`src/rtl/tdm_demux_if.sv`:
```
// ---------------------------------------------------------------------------
// tdm_demux_if
// Groups the serial link inputs and the parallel frame outputs of the TDM
// receive-side demultiplexer into one bundle.
//
//   din         serial slot data (DATA_W bits)
//   din_valid   a slot is present on din this cycle
//   frame_sync  marks slot 0 of a frame (qualified by din_valid)
//   dout        last committed frame, channel k at [k*DATA_W +: DATA_W]
//   dout_valid  one-cycle pulse when dout updates
//   slot        index of the next expected slot
//   locked      high while the receiver is framed
//   sync_err    one-cycle pulse on a framing violation
//   din_par     even parity over din      (only with TDM_PARITY_EN)
//   par_err     one-cycle pulse on a dropped, corrupted frame (TDM_PARITY_EN)
//
// Modports: slave = the demultiplexer, master = whoever drives the link and
// consumes the frames.
// ---------------------------------------------------------------------------
interface tdm_demux_if #(
    parameter int NUM_CH = 4,
    parameter int DATA_W = 1,
    parameter int SEL_W  = 2
);
    logic [DATA_W-1:0]        din;
    logic                     din_valid;
    logic                     frame_sync;
    logic [NUM_CH*DATA_W-1:0] dout;
    logic                     dout_valid;
    logic [SEL_W-1:0]         slot;
    logic                     locked;
    logic                     sync_err;
`ifdef TDM_PARITY_EN
    logic                     din_par;
    logic                     par_err;
`endif

    modport slave (
        input  din, din_valid, frame_sync,
`ifdef TDM_PARITY_EN
        input  din_par,
        output par_err,
`endif
        output dout, dout_valid, slot, locked, sync_err
    );

    modport master (
        output din, din_valid, frame_sync,
`ifdef TDM_PARITY_EN
        output din_par,
        input  par_err,
`endif
        input  dout, dout_valid, slot, locked, sync_err
    );
endinterface

```
`src/rtl/tdm_demux.sv`:
```
// ---------------------------------------------------------------------------
// tdm_demux
// Receive-side partner of the mux_4x1 serializer. Locks onto frame sync,
// steers every valid slot into a shadow register and publishes the whole
// frame on dout at once, together with a one-cycle dout_valid strobe.
//
// Ports:
//   clk   rising-edge clock
//   rst   asynchronous, active-high reset
//   bus   tdm_demux_if.slave (din/din_valid/frame_sync in,
//         dout/dout_valid/slot/locked/sync_err out)
//
// Optional feature macro: TDM_PARITY_EN
//   Adds din_par / par_err. A frame with any beat whose even parity is wrong
//   is not committed; par_err pulses at its last slot instead.
// ---------------------------------------------------------------------------
module tdm_demux #(
    parameter int NUM_CH = 4,
    parameter int DATA_W = 1,
    parameter int SEL_W  = 2
) (
    input logic         clk,
    input logic         rst,
    tdm_demux_if.slave  bus
);

    localparam logic [0:0] HUNT = 1'b0;
    localparam logic [0:0] RUN  = 1'b1;

    localparam logic [SEL_W-1:0] LAST_SLOT = SEL_W'(NUM_CH - 1);
    localparam logic [SEL_W-1:0] SLOT_ONE  = SEL_W'(1);

    logic [0:0]               state_q, state_d;
    logic [SEL_W-1:0]         slot_q, slot_d;
    logic [NUM_CH*DATA_W-1:0] shadow_q, shadow_d;
    logic [NUM_CH*DATA_W-1:0] dout_q, dout_d;
    logic                     doutValid_q, doutValid_d;
    logic                     syncErr_q, syncErr_d;

`ifdef TDM_PARITY_EN
    // Sticky "this frame saw a bad beat" flag; restarted by every slot-0 beat.
    logic frameBad_q, frameBad_d;
    logic parErr_q, parErr_d;
    logic parBad;

    assign parBad = (bus.din_par != (^bus.din));
`endif

    // Next-state logic. Idle cycles (din_valid low) hold everything and let
    // the one-cycle strobes fall. Slot 0 is always written in the low field
    // of the shadow, whether it arrives from HUNT or as an early re-sync.
    always_comb begin
        state_d     = state_q;
        slot_d      = slot_q;
        shadow_d    = shadow_q;
        dout_d      = dout_q;
        doutValid_d = 1'b0;
        syncErr_d   = 1'b0;
`ifdef TDM_PARITY_EN
        frameBad_d  = frameBad_q;
        parErr_d    = 1'b0;
`endif
        if (bus.din_valid) begin
            if (state_q == HUNT) begin
                if (bus.frame_sync) begin
                    shadow_d[DATA_W-1:0] = bus.din;
                    slot_d               = SLOT_ONE;
                    state_d              = RUN;
`ifdef TDM_PARITY_EN
                    frameBad_d           = parBad;
`endif
                end
            end else if (bus.frame_sync && (slot_q != '0)) begin
                // Early sync: abandon the partial frame and restart at slot 0.
                syncErr_d            = 1'b1;
                shadow_d[DATA_W-1:0] = bus.din;
                slot_d               = SLOT_ONE;
`ifdef TDM_PARITY_EN
                frameBad_d           = parBad;
`endif
            end else if (!bus.frame_sync && (slot_q == '0)) begin
                // Missing sync: framing is lost, the beat is thrown away.
                syncErr_d = 1'b1;
                slot_d    = '0;
                state_d   = HUNT;
            end else begin
                shadow_d[int'(slot_q)*DATA_W +: DATA_W] = bus.din;
`ifdef TDM_PARITY_EN
                frameBad_d = (slot_q == '0) ? parBad : (frameBad_q | parBad);
`endif
                if (slot_q == LAST_SLOT) begin
                    // The commit uses the freshly written shadow so the last
                    // slot lands in dout on the same edge it is accepted.
                    slot_d = '0;
`ifdef TDM_PARITY_EN
                    if (frameBad_d) begin
                        parErr_d = 1'b1;
                    end else begin
                        dout_d      = shadow_d;
                        doutValid_d = 1'b1;
                    end
`else
                    dout_d      = shadow_d;
                    doutValid_d = 1'b1;
`endif
                end else begin
                    slot_d = slot_q + SLOT_ONE;
                end
            end
        end
    end

    // State registers.
    always_ff @(posedge clk or posedge rst) begin
        if (rst) begin
            state_q     <= HUNT;
            slot_q      <= '0;
            shadow_q    <= '0;
            dout_q      <= '0;
            doutValid_q <= 1'b0;
            syncErr_q   <= 1'b0;
        end else begin
            state_q     <= state_d;
            slot_q      <= slot_d;
            shadow_q    <= shadow_d;
            dout_q      <= dout_d;
            doutValid_q <= doutValid_d;
            syncErr_q   <= syncErr_d;
        end
    end

`ifdef TDM_PARITY_EN
    // Parity tracking registers.
    always_ff @(posedge clk or posedge rst) begin
        if (rst) begin
            frameBad_q <= 1'b0;
            parErr_q   <= 1'b0;
        end else begin
            frameBad_q <= frameBad_d;
            parErr_q   <= parErr_d;
        end
    end

    assign bus.par_err = parErr_q;
`endif

    assign bus.dout       = dout_q;
    assign bus.dout_valid = doutValid_q;
    assign bus.slot       = slot_q;
    assign bus.locked     = (state_q == RUN);
    assign bus.sync_err   = syncErr_q;

endmodule

```
`src/flat_wrapper.sv`:
```
// flat-port wrapper written by rule: the top's interface ports become plain ports
module tdm_demux_flat 
#(
    parameter int NUM_CH = 4,
    parameter int DATA_W = 1,
    parameter int SEL_W  = 2
)
  (clk, rst, bus_din, bus_din_valid, bus_frame_sync, bus_dout, bus_dout_valid, bus_slot, bus_locked, bus_sync_err);
  tdm_demux_if #(.NUM_CH(NUM_CH), .DATA_W(DATA_W), .SEL_W(SEL_W)) bus_i ();
  input logic clk;
  input logic rst;
  input wire logic [$bits(bus_i.din)-1:0] bus_din;
  input wire logic [$bits(bus_i.din_valid)-1:0] bus_din_valid;
  input wire logic [$bits(bus_i.frame_sync)-1:0] bus_frame_sync;
  output wire logic [$bits(bus_i.dout)-1:0] bus_dout;
  output wire logic [$bits(bus_i.dout_valid)-1:0] bus_dout_valid;
  output wire logic [$bits(bus_i.slot)-1:0] bus_slot;
  output wire logic [$bits(bus_i.locked)-1:0] bus_locked;
  output wire logic [$bits(bus_i.sync_err)-1:0] bus_sync_err;
  assign bus_i.din = bus_din;
  assign bus_i.din_valid = bus_din_valid;
  assign bus_i.frame_sync = bus_frame_sync;
  assign bus_dout = bus_i.dout;
  assign bus_dout_valid = bus_i.dout_valid;
  assign bus_slot = bus_i.slot;
  assign bus_locked = bus_i.locked;
  assign bus_sync_err = bus_i.sync_err;
  tdm_demux #(.NUM_CH(NUM_CH), .DATA_W(DATA_W), .SEL_W(SEL_W)) u_core (.clk(clk), .rst(rst), .bus(bus_i));
endmodule
```
`config.mk`:
```
export PLATFORM = sky130hd
export DESIGN_NAME = tdm_demux_flat
export DESIGN_NICKNAME = d
export VERILOG_FILES = /design/src/rtl/tdm_demux_if.sv /design/src/rtl/tdm_demux.sv /design/src/flat_wrapper.sv
export SDC_FILE = /design/constraint.sdc
export NUM_CORES = 1
export LEC_CHECK = 0
export ABC_AREA = 1
export CORE_MARGIN = 3
export CORE_UTILIZATION = 50
export DETAILED_ROUTE_END_ITERATION = 7
export MAX_ROUTING_LAYER = met4
export PLACE_DENSITY = 0.78
export REMOVE_ABC_BUFFERS = 1
export SLEW_MARGIN = 20
export SYNTH_ARGS = -nofsm -noshare
export SYNTH_HDL_FRONTEND = slang
export SYNTH_SLANG_ARGS = --single-unit
export TNS_END_PERCENT = 50
```
`constraint.sdc`:
```
create_clock -name clk -period 2.3 [get_ports clk]
set_input_delay 0.46 -clock clk [delete_from_list [all_inputs] [get_ports clk]]
set_output_delay 0.46 -clock clk [all_outputs]
set_load 0.02 [all_outputs]
```
# Word level (Yosys, flattened, before mapping)
# Index checks and enable logic that the tools add are counted.
[op_classes]
n_reduce_logical = 10
shifts = 2
n_addsub = 2
eq_ne = 2
mux = 23
bitwise_logic = 2
[op_table]
columns = ["operator", "n"]
rows = [
  ["negation 2 -> 33 bit", 1],
  ["variable shift 1 x 33 -> 4 bit, first input constant", 1],
  ["indexed part select 1 x 33 -> 4 bit", 1],
  ["2-to-1 mux 1 bit", 17],
  ["2-to-1 mux 2 bit", 5],
  ["AND reduction 5 bit", 1],
  ["bitwise mux 4 bit", 1],
  ["AND reduction 4 bit", 1],
  ["nonzero test 2 bit", 2],
  ["inequality test 3 bit, second input constant", 1],
  ["AND reduction 3 bit", 1],
  ["adder 2 x 1 -> 2 bit, second input constant", 1],
  ["equality test 2 bit, second input constant", 1],
  ["logical AND 1 bit", 2],
  ["logical NOT 2 bit", 1],
  ["inverter 1 bit", 2],
  ["AND reduction 2 bit", 1],
  ["logical NOT 1 bit", 1],
]
[totals]
inputBits = 5
output_inout_bits = 9
ff_bits = 13

# Logic depth before layout (Yosys ltp)
# Gate-level depths: netlist of the first run.
[depth]
depth_word = 6
ltp_mapped = 9

# Worst setup path after synthesis of the first run
# No wires, ideal clock.
[synth_timing]
path_type = "register to register"
start = "register u_core.slot_q[0], in the netlist u_core.bus.slot[0]"
end = "register u_core.dout_q[3], in the netlist u_core.bus.dout[3]"
arrival_ns = 1.631
setup_time_ns = 0.119
required_ns = 2.181
slack_ns = 0.549
synth_period_minus_slack_ns = 1.751
path_stages_with_launch = 9
path_cell_list = "dfrtp_1 inv_1 ha_1 ha_1 nand3_2 nor2_4 inv_2 nand2_1 nand2_1"
[synth_between]
elab_chain_cells = 4
elab_cells_between_ends = 12
[synth_rtl]
columns = ["item", "line_no", "source"]
rows = [
  ["start: declaration", "tdm_demux.sv:34", "logic [SEL_W-1:0] slot_q, slot_d;"],
  ["start signal: assignment", "tdm_demux.sv:124", "slot_q <= slot_d;"],
  ["parallel branches: the longest is 4 deep, another holds negation 2 -> 33 bit", "n/a", ""],
  ["end signal: assignment", "tdm_demux.sv:126", "dout_q <= dout_d;"],
  ["end: declaration", "tdm_demux.sv:36", "logic [NUM_CH*DATA_W-1:0] dout_q, dout_d;"],
]
# Parallel ways; which one is timed is not known.
# A chain may end at the register's enable or synchronous reset.

# Worst setup path in the final report of the first run
[layout_timing]
start = "register u_core.slot_q[0], in the netlist u_core.bus.slot[0]"
end = "output bus_slot[0]"
[layout_lines]
columns = ["item", "line_no", "source"]
rows = [
  ["end: declaration", "flat_wrapper.sv:17", "output wire logic [$bits(bus_i.slot)-1:0] bus_slot;"],
]
# No word-level cell between the ends.

==> key figures, run 1 <==
Drt
  • Drt pass-1 iters: 2
  • DRC Markers: 0
  • Vias per cell: 4.73
  • Final ANT Viol Nets: 0
  • Initial DRC count: 3
  • Via Count: 577
  • Final WL: 1.31 mm
  • Avg WL per Cell: 10.7 µm

Floorplanning
  • Die area: 1830 µm²
  • Initial core utilization: 57.0%
  • Core Area: 1190 µm²
  • Chip Width: 42.8 µm
  • # IOs: 14
  • Row cnt: 12
  • Die Height: 42.8 µm

Timing
  • Final min period: 1880 ps
  • Fin crit share: 81.8%
  • Worst-case clock skew: 4.94 ps
  • Setup_tns: 0 ps
  • Max Fclk: 0.532 GHz
  • Fin. Hold Viols: 0
  • Endpoints failing setup: 0
  • Slew @ Worst Pin: 458 ps
  • Fin. max-slew vios: 0
  • Rel. slew slack: 69.4%
  • RSZ-0062 raised after global routing: no

Worst setup path
  • Crit-path max FO: 8
  • Worst path required time: 1840 ps
  • R2R depth: 8
  • Slowest cell on crit path: clkdlybuf4s50_1
  • Top delay family on crit path: buffers and inverters
  • Cell chain of the critical path: clkdlybuf4s50_1
  • Endpoint class of the critical path: output pin
  • Worst EP arrival: 1420 ps
  • Crit path buf inv count: 1
  • Worst setup SP type: register
  • Critical path type: reg2out
  • Reg2reg start: u_core.bus.slot[0]
  • CP peak stage delay: 650 ps
  • Capturing point of the worst reg2reg path: u_core.bus.dout[3]
  • Flop2flop setup slack: 500 ps

Logic synthesis
  • Synth cell count leaders: nand2_1, inv_1, dfrtp_1, nor2_1, ha_1
  • Biggest area consumer among synthesized cells: dfrtp_1
  • Synth area leaders: dfrtp_1, nand2_1, ha_1, inv_1, nor2_1
  • Post-Syn Area: 676 µm²
  • Post-synth top flop: dfrtp_1
  • Post-synthesis cell type count: 12
  • Sequential element share of the synthesized area: 44.4%
  • Synth Warn #: 0
  • Yosys reg bits: 12
  • Count leader, synth: nand2_1
  • Post-synth EDFFs: 0
  • Top-area cell type share of the netlist area: 44.4%
  • Cells after synthesis: 91
  • Asr flop ratio synth: 100%
  • Syn avg cell area: 7.42 µm²

Pwr
  • Leakage: 0.488 nW
  • Power Density: 1110 nW/µm²
  • Worst vdd ir: 0.740 mV

Clock tree
  • Total CTS buffers: 3
  • Post-CTS setup buffer count: 0
  • Cts repair resizes: 0
  • Clk slew on worst S/H paths: 80 ps
  • Clock Tree Root: clkbuf_4
  • Clk Latency, worst-skew pair: 280 ps
  • Worst-case clock buffer depth: 2
  • Sink Count: 12
  • CTS tree: built
  • Hold buffers post-CTS: 0
  • H-tree depth: 1

GRT
  • First-pass GRT wire length: 2.28 mm
  • Vias in the first global route: 565
  • Total gr overflow: 0
  • Initial antenna violation count: 0
  • Largest net degree at the start of global routing: 13
  • GR Util All Layers: 17.3%

Cells and area
  • Area occupied by multi-input gates: 315 µm²
  • Layout cells sized above 1: 6.48%
  • Diode count: 0
  • Register Area: 300 µm²
  • Net count, final: 120
  • Final Cell Area: 860 µm²
  • Fill cells: 102
  • Area Growth Syn to Fin: 27.2%

Hold path
  • Hold Path Class: in2async

Outcome
  • Status: finished clean

Placement
  • # port buffers: 13
  • Hpwl dp: 1.02 mm
  • GP Congestion: 0.809
  • Post-DP Area: 823 µm²

Flow run
  • Max-Cap Viols: 0
[state kept, by name, indices dropped and copies added, names as in the netlist]
register               count
u_core.bus.sync_err        1
u_core.bus.dout_valid      1
u_core.bus.slot            2
u_core.bus.locked          1
u_core.shadow_q            3
u_core.bus.dout            4
[where the power goes]
group / switching, W / internal (W)
logic: 0.000264 / 0.000186
clock network: 0.0000776 / 0.0000963
registers: 0.0000525 / 0.000275
total: 0.000394 / 0.000557
[cell type report]
class                           instances  share of cell area [%]
Multi-Input combinational cell         63                    36.7
Sequential cell                        12                    34.9
Timing Repair Buffer                   13                    15.1
Inverter                               16                    6.99
Clock buffer                            4                    4.22
Tap cell                               14                    2.04
[how the worst max path moves through the flow]
stage                            start                 end  cells past startpoint
floorplan           u_core.bus.slot[0]  u_core.bus.dout[3]                      8
global placement        bus_frame_sync  u_core.bus.dout[3]                      8
detailed placement      bus_frame_sync  u_core.bus.dout[3]                      8
CTS                 u_core.bus.slot[0]         bus_slot[0]                      1
global route        u_core.bus.slot[0]         bus_slot[0]                      1
finish              u_core.bus.slot[0]         bus_slot[0]                      1
[metal layers]
metal / global-route usage (%) / up-vias / wire, µm
met5: - / - / 0
met4: 9.32 / 0 / 26
met3: 3.81 / 4 / 50
met2: 29.0 / 11 / 602
met1: 18.6 / 255 / 627
li1: - / 307 / -
[logic make-up after synthesis]
kind of cell / after synthesis / share of synthesized area, %
buf+inv: 16 / 8.89
compound gates: 4 / 2.96
flops: 12 / 44.4
simple gates: 53 / 32.6
fa+ha+maj: 6 / 11.1
[per-stage QoR]
stage | std cells | hold slack, ps | power (W) | worst slack (ps) | utilization (%)
4_1_cts | 122 | 491 | 0.000955 | 417 | 72.5
3_3_place_gp | 118 | 469 | 0.000770 | 443 | 69.4
6_report | 122 | 482 | 0.000951 | 419 | 72.5
2_1_floorplan | 91 | 325 | 0.000613 | 549 | -
5_1_grt | 122 | 522 | 0.00103 | 366 | 72.5
3_5_place_dp | 118 | 472 | 0.000776 | 403 | 69.4
[cells in the final DEF (no fill, tap or decap)]
cell              n
ha_1              6
clkdlybuf4s50_1  13
nand2_1          36
clkbuf_4          3
nand4_1           1
nor2_1           10
inv_1            15
nand3_1           4
o21ai_0           2
nor2_4            1
dfrtp_1          12
nand3_2           1
inv_2             1
a21oi_1           2
clkbuf_8          1
No activity file was read; power rests on OpenSTA's default activity.
==> inputs of run 2 (changes only) <==
--- a/config.mk
+++ b/config.mk
@@ -7,10 +7,10 @@
 export LEC_CHECK = 0
 export ABC_AREA = 1
 export CORE_MARGIN = 3
-export CORE_UTILIZATION = 50
+export CORE_UTILIZATION = 48
 export DETAILED_ROUTE_END_ITERATION = 7
 export MAX_ROUTING_LAYER = met4
-export PLACE_DENSITY = 0.78
+export PLACE_DENSITY = 0.76
 export REMOVE_ABC_BUFFERS = 1
 export SLEW_MARGIN = 20
 export SYNTH_ARGS = -nofsm -noshare
==> constraint.sdc (replaced) <==
create_clock -name clk -period 1.82 [get_ports clk]
set_input_delay 0.364 -clock clk [delete_from_list [all_inputs] [get_ports clk]]
set_output_delay 0.364 -clock clk [all_outputs]
set_load 0.02 [all_outputs]
==> run 2 against run 1 <==
- global-route usage grew 1.6 points
- combinational power up 37%
- power rose by 30%
- worst setup slack worse by 360 ps
- sequential cell count did not move
- wire length grew 12%
- highest routed layer unchanged
- sequential power increased by 24%
- worst hold slack worse by 98 ps
- final cell count grew 1.6%
- critical endpoint unchanged
- sequential share of layout area down 0.70 points
- via count increased by 4.2%
==> key figures, run 2 (synthesis gave the netlist of run 1 again) <==
Outcome
  • Status: finished clean

Worst setup path
  • Worst EP arrival: 1390 ps
  • Crit-path max FO: 7
  • Cell chain of the critical path: buf_4 > clkdlybuf4s50_1
  • Worst path required time: 1460 ps
  • Worst setup SP type: register
  • Critical path type: reg2out
  • Endpoint class of the critical path: output pin
  • Slowest cell on crit path: clkdlybuf4s50_1
  • Top delay family on crit path: buffers and inverters
  • CP peak stage delay: 600 ps
  • Crit path buf inv count: 2

Flow run
  • Max-Cap Viols: 0

Timing
  • Fin. max-slew vios: 0
  • Slew @ Worst Pin: 451 ps
  • Final min period: 1760 ps
  • Final worst slack: 63.7 ps
  • Max Fclk: 0.569 GHz
  • Endpoints failing setup: 0
  • Rel. slew slack: 69.9%
  • Fin. Hold Viols: 0
  • RSZ-0062 raised after global routing: no
  • Setup_tns: 0 ps
  • Fin crit share: 96.5%
  • Worst-case clock skew: 0.903 ps

GRT
  • First-pass GRT wire length: 2.53 mm
  • Initial antenna violation count: 0
  • Total gr overflow: 0
  • GR Util All Layers: 18.9%
  • Vias in the first global route: 558
  • Largest net degree at the start of global routing: 13

Floorplanning
  • Chip Width: 43.5 µm
  • Row cnt: 12
  • Initial core utilization: 55.6%
  • # IOs: 14
  • Die area: 1890 µm²
  • Core Area: 1220 µm²
  • Die Height: 43.5 µm

Drt
  • DRC Markers: 0
  • Initial DRC count: 41
  • Via Count: 601
  • Final ANT Viol Nets: 0
  • Vias per cell: 4.85
  • Final WL: 1.46 mm
  • Drt pass-1 iters: 4
  • Avg WL per Cell: 11.8 µm

Cells and area
  • Largest register FFs: 4
  • Util after Layout: 72.1%
  • Non-Filler Instances: 124
  • Most frequent cells in the layout: nand2_1, inv_1, clkdlybuf4s50_1, dfrtp_1, nor2_1
  • Layout cells sized above 1: 9.09%
  • Net count, final: 122
  • Diode count: 0
  • Area Growth Syn to Fin: 29.8%
  • Commonest non-fill, non-tap cell in the layout: nand2_1

Pwr
  • Power, Total: 0.00123 W
  • Leakage: 0.498 nW
  • Power Density: 1410 nW/µm²
  • Worst vdd ir: 0.826 mV

Placement
  • Hpwl dp: 1.11 mm
  • Placed cell count: 120
  • GP Congestion: 0.829
  • # port buffers: 13
  • Setup WS pre-CTS: 18.7 ps

Clock tree
  • H-tree depth: 1
  • CTS tree: built
  • Clk Latency, worst-skew pair: 280 ps
  • Sink Count: 12
  • Hold buffers post-CTS: 0
  • Worst-case clock buffer depth: 2
  • Post-CTS setup buffer count: 0
  • Total CTS buffers: 3
  • Cts repair resizes: 0
  • Clock Tree Root: clkbuf_4
  • Clk slew on worst S/H paths: 80 ps

Hold path
  • Hold Path Class: in2async
[run 2: cell types whose count changed in the layout (fill, tap and decap cells not counted), sizes merged]
cell  change
buf       +2
[run 2: through the flow]
stage,cell area [µm²],hold WS [ps]
6_report,877,383
5_1_grt,877,426
4_1_cts,875,406
3_5_place_dp,838,469
3_3_place_gp,838,465
2_1_floorplan,676,229
[run 2: power breakdown]
group / internal [W] / switching, W
sequential: 0.000347 / 0.0000569
clock: 0.000122 / 0.0000928
combinational: 0.000256 / 0.000360
total: 0.000725 / 0.000510
[run 2: cell type report]
| cell class | count | area, µm² |
|---|---|---|
| well taps | 14 | 17.5 |
| fillers | 105 | 339 |
| flip-flops and latches | 12 | 300 |
| clock buffers | 4 | 36.3 |
| multi-input cells | 63 | 318 |
| inverters | 16 | 60.1 |
| repair buffers | 15 | 145 |
[run 2: final timing paths]
check                                        start            endpoint  slack (ps)  depth (start not counted)
max in group asynchronous                      rst  u_core.bus.dout[3]        1130                          2
min in group clk                u_core.shadow_q[0]  u_core.shadow_q[0]         490                          2
worst max-delay path            u_core.bus.slot[0]         bus_slot[0]          60                          2
worst max register to register  u_core.bus.slot[1]  u_core.bus.dout[3]         160                          8
worst min-delay path                           rst  u_core.bus.dout[0]         380                          2
worst min register to register  u_core.shadow_q[0]  u_core.shadow_q[0]         490                          2
[run 2: per-layer routing]
metal,track usage [%],wire (µm),vias up
met5,-,0,-
met4,7.23,31,0
met3,3.73,66,5
met2,26.0,660,22
met1,27.1,703,261
li1,-,-,313
==> edit 1: new RTL, flow settings as in run 2 <==
`SEL_W` is set to 2 in 3 places; all go to 3.
--- a/src/rtl/tdm_demux_if.sv
+++ b/src/rtl/tdm_demux_if.sv
@@ -20,7 +20,7 @@
 interface tdm_demux_if #(
     parameter int NUM_CH = 4,
     parameter int DATA_W = 1,
-    parameter int SEL_W  = 2
+    parameter int SEL_W  = 3
 );
     logic [DATA_W-1:0]        din;
     logic                     din_valid;
--- a/src/rtl/tdm_demux.sv
+++ b/src/rtl/tdm_demux.sv
@@ -17,7 +17,7 @@
 module tdm_demux #(
     parameter int NUM_CH = 4,
     parameter int DATA_W = 1,
-    parameter int SEL_W  = 2
+    parameter int SEL_W  = 3
 ) (
     input logic         clk,
     input logic         rst,
--- a/src/flat_wrapper.sv
+++ b/src/flat_wrapper.sv
@@ -3,7 +3,7 @@
 #(
     parameter int NUM_CH = 4,
     parameter int DATA_W = 1,
-    parameter int SEL_W  = 2
+    parameter int SEL_W  = 3
 )
   (clk, rst, bus_din, bus_din_valid, bus_frame_sync, bus_dout, bus_dout_valid, bus_slot, bus_locked, bus_sync_err);
   tdm_demux_if #(.NUM_CH(NUM_CH), .DATA_W(DATA_W), .SEL_W(SEL_W)) bus_i ();
Interface: changed (resized bus_slot); port bits go from 14 to 15. No check against the original RTL was run, so the function may have changed too.
==> edit 1 against run 2 <==
Setup slack improved by 15 ps. Critical path depth unchanged. Routed wire length up 15%. Final area increased by 19%. Sequential cell count up 2. Synthesized area increased by 20%. Fmax is 0.84% higher. Total power up 11%. Critical endpoint is now bus_slot[1]. Highest routed layer unchanged.
==> edit 1: results (changes against run 2) <==
* Total Routing Usage GR at 0.1781 (-0.01080)
* Inserted Clock Buffers at 3 (unchanged)
* First-pass GRT wire length at 2601 um (+3.0%)
* Critical Path Fanout Max at 2 (-5)
* Critical path startpoint: u_core.bus.slot[1]
* Final-layout non-clock buffer area share at 0.1653 (-0.0002075)
* Dpl hpwl at 1274 um (+15%)
* Reg2reg path depth at 9 (+1)
* Layout Skew at 4.178 ps (+3.275 ps)
* Routability congestion estimate at 0.8229 (-0.71%)
* Sw frac at 0.4080 (-0.004647)
* Final instance area at 0.001045 mm2 (+19%)
* Crit path DAT at 1380 ps
* Multi-input logic area at 400.4 um2 (+26%)
* Non-Filler Instances at 136 (+9.7%)
* Bufs on Longest Clock Path at 2 (unchanged)
* R2R Path End: u_core.bus.slot[0]
* Outcome: finished, final reports clean
* Post-place instance area at 983.4 um2 (+17%)
* DR vias/cell at 5.081 (+4.8%)
* Multi-input gates at 68 (+7.9%)
* Logic inverters at 16 (unchanged)
* Final nets at 133 (+9.0%)
* Lkg Pwr at 0.5454 nW (+9.5%)
* Fillers at 141 (+34%)
* Wire per inst at 12.35 um (+4.8%)
* P_seq at 0.449 mW (+11%)
* Register area share after synthesis at 0.4334 (-0.01101)
* Fin. max-slew vios at 0 (unchanged)
* R2R setup slack at 130 ps (-30 ps)
* Slew headroom at 0.6434 (-0.05566)
* Beginning of the worst register-to-register path: u_core.bus.slot[0]
* Most frequent cells after synthesis: nand2_1 (35), dfrtp_1 (14), inv_1 (9)
* Share of cells above drive strength 1 at 0.2083 (+0.1174)
* Synth cell types at 21 (+9)
* H-tree level count at 1 (unchanged)
* Seq/total area at 0.3353 (-0.007038)
* #FFs+latches synth at 14 (+2)
* Largest net degree at the start of global routing at 15 (+2)
* CP endpoint: bus_slot[1]
* Vias in the first global route at 633 (+13%)
* Syn avg cell area at 8.248 um2 (+11%)
* Repair and plain buffers at 18 (+3)
* Power Total at 1.368 mW (+11%)
* VDD IR-drop max at 0.7982 mV (-3.4%)
* Comb group at 0.689 mW (+12%)
* Final clock-cell share at 0.03473 (-0.006639)
* Area contributors post-synth: dfrtp_1 (43%), nand2_1 (16%), ha_1 (11%)
* Dpl ws at 22.91 ps (+4.192 ps)
* PortBufs at 14 (+1)
* Tmin final at 1742 ps (-14.71 ps)
* Drt first-iter violations at 18 (-56%)
-- edit 1: cells by family after synthesis --
kind of cell             after synthesis  synth area share
AND/OR/NAND/NOR                       51            0.2755
buffers and inverters                 16           0.08049
flip-flops                            14            0.4334
AO/OA/AOI/OAI                         10            0.1022
adder cells (fa/ha/maj)                7            0.1084
-- edit 1: worst min path at each step --
stage                             from                  to  slack, ps  depth (start not counted)
finish                             rst  u_core.shadow_q[0]        410                          2
global route                       rst  u_core.shadow_q[3]        420                          2
CTS                                rst  u_core.shadow_q[3]        430                          2
detailed placement  u_core.bus.dout[2]  u_core.bus.dout[2]        470                          2
global placement    u_core.shadow_q[0]  u_core.shadow_q[0]        470                          2
floorplan                          rst  u_core.bus.dout[0]        250                          1
-- edit 1: routing by layer --
metal | GRT usage | wire (um)
met1 | 0.2000 | 770
met5 | - | 0
met3 | 0.03448 | 50
met4 | 0.1160 | 42
met2 | 0.2846 | 817
-- edit 1: critical path: cells and delay by family (launching register included) --
family	cells	cell delay, ps
buf+inv	2	710
flops	1	380
==> edit 2: new RTL, settings of run 2 <==
Without the edit above. `dout_q` no longer has a reset.
--- a/src/rtl/tdm_demux.sv
+++ b/src/rtl/tdm_demux.sv
@@ -116,17 +116,19 @@
             state_q     <= HUNT;
             slot_q      <= '0;
             shadow_q    <= '0;
-            dout_q      <= '0;
             doutValid_q <= 1'b0;
             syncErr_q   <= 1'b0;
         end else begin
             state_q     <= state_d;
             slot_q      <= slot_d;
             shadow_q    <= shadow_d;
-            dout_q      <= dout_d;
             doutValid_q <= doutValid_d;
             syncErr_q   <= syncErr_d;
         end
+    end
+
+    always_ff @(posedge clk) begin
+        dout_q <= dout_d;
     end
 
 `ifdef TDM_PARITY_EN
Function: differs if rst is asserted again (counterexample within 10 cycles, from zero or initial values and one cycle with rst high); with rst held inactive, the same outputs for 10 cycles.
==> edit 2 against run 2 <==
Total power shrank 7.6%. Synthesized cell count shrank 5.5%. Die area rose by 2.2%. Register-to-register slack improved by 20 ps. Fmax up 0.29%. Setup slack improved by 5.1 ps. Sequential cell count rose by 1. Synthesized area up 2.6%. Final area up 3.3%. Routed wire length is 11% lower. Critical endpoint is now bus_locked. Largest cell class is now registers. Largest power group unchanged. Highest routed layer unchanged.
==> edit 2: results (changes against run 2) <==
* Outcome: finished, final reports clean
* Post-synth ARST share at 0.6923 (-0.3077)
* Share of cells above drive strength 1 at 0.09259 (+0.001684)
* DR vias/cell at 4.715 (-2.7%)
* Dpl hpwl at 1022 um (-7.9%)
* Area contributors post-synth: dfrtp_1 (32%), edfxtp_1 (17%), nand2_1 (15%)
* Syn avg cell area at 8.060 um2 (+8.6%)
* Syn. warnings at 0 (unchanged)
* Most frequent cells after synthesis: nand2_1 (28), inv_1 (16), nor2_1 (10)
* Critical path startpoint: u_core.bus.locked
* Non-Filler Instances at 123 (-0.81%)
* Post-synth EDFFs at 4 (+4)
* Register area share after synthesis at 0.4982 (+0.05375)
* Largest net degree at the start of global routing at 10 (-3)
* First-pass GRT wire length at 2201 um (-13%)
* Total Routing Usage GR at 0.1674 (-0.02148)
* Slew headroom at 0.7506 (+0.05152)
* CP peak stage delay at 640 ps (+40 ps)
* Routability congestion estimate at 0.8181 (-1.3%)
* Clock Pin Slew Worst Setup and Hold Paths at 80 ps (about the same)
* Critical Path Fanout Max at 6 (-1)
* VDD IR-drop max at 0.7433 mV (-10%)
* Post-place instance area at 879.6 um2 (+4.9%)
* Final WL at 1296 um (-11%)
* Bufs on Longest Clock Path at 2 (unchanged)
* Lkg Pwr at 0.4947 nW (-0.64%)
* Vias in the first global route at 527 (-5.6%)
* Final nets at 120 (-1.6%)
* Layout Skew at 5.196 ps (+4.293 ps)
* Drt first-iter violations at 7 (-83%)
[edit 2: cell types whose count changed in the layout (fill, tap and decap cells not counted), moves of 3 or more]
| cell | run 2 | this run |
|---|---|---|
| buf_4 | 2 | 5 |
| dfrtp_1 | 12 | 9 |
| edfxtp_1 | 0 | 4 |
| nand2_1 | 36 | 28 |
[edit 2: kinds of logic (layout without fill, tap and decap cells)]
kind of cell / count (synthesis) / count (layout) / share of synthesized area
fa+ha+maj: 6 / 6 / 0.1083
buf+inv: 16 / 38 / 0.08665
compound gates: 5 / 5 / 0.03791
flops: 13 / 13 / 0.4982
simple gates: 46 / 46 / 0.2690
[edit 2: area by class of cell]
type | count | area, um2
Clock buffer | 4 | 26.28
Fill cell | 118 | 427.9
Inverter | 16 | 60.06
Multi-Input combinational cell | 57 | 287.8
Sequential cell | 13 | 345.3
Tap cell | 15 | 18.77
Timing Repair Buffer | 18 | 167.7
[edit 2: worst paths after layout]
kind                                      endpoint  slack [ps]  cells after the start
worst max-delay path                    bus_locked          70                      1
worst min register to register  u_core.shadow_q[1]         480                      2
max in group asynchronous       u_core.shadow_q[3]        1210                      2
worst max register to register  u_core.bus.dout[1]         180                      6
min in group clk                u_core.shadow_q[1]         480                      2
worst min-delay path            u_core.shadow_q[0]         340                      2
[edit 2: metal layers]
layer	GRT usage	vias up	share of wire
met5	-	-	0
met4	0.1084	0	0.031
met3	0.04979	5	0.035
met2	0.2209	12	0.43
met1	0.2188	253	0.50
li1	-	310	-
[edit 2: power by group through the flow]
stage	clock (mW)	sequential (mW)	combinational, mW
after floorplan	0	0.472	0.292
after global placement	0	0.424	0.522
after detailed placement	0	0.425	0.535
after CTS	0.192	0.420	0.538
after global routing	0.206	0.425	0.607
final	0.185	0.420	0.536
[edit 2: stage by stage]
step | util | setup WS (ps) | setup TNS [ps]
floorplan | - | -98.08 | -392.3
global placement | 0.6595 | 33.87 | 0
detailed placement | 0.6595 | 23.30 | 0
CTS | 0.6792 | 61.19 | 0
global route | 0.6792 | 25.30 | 0
finish | 0.6792 | 68.78 | 0
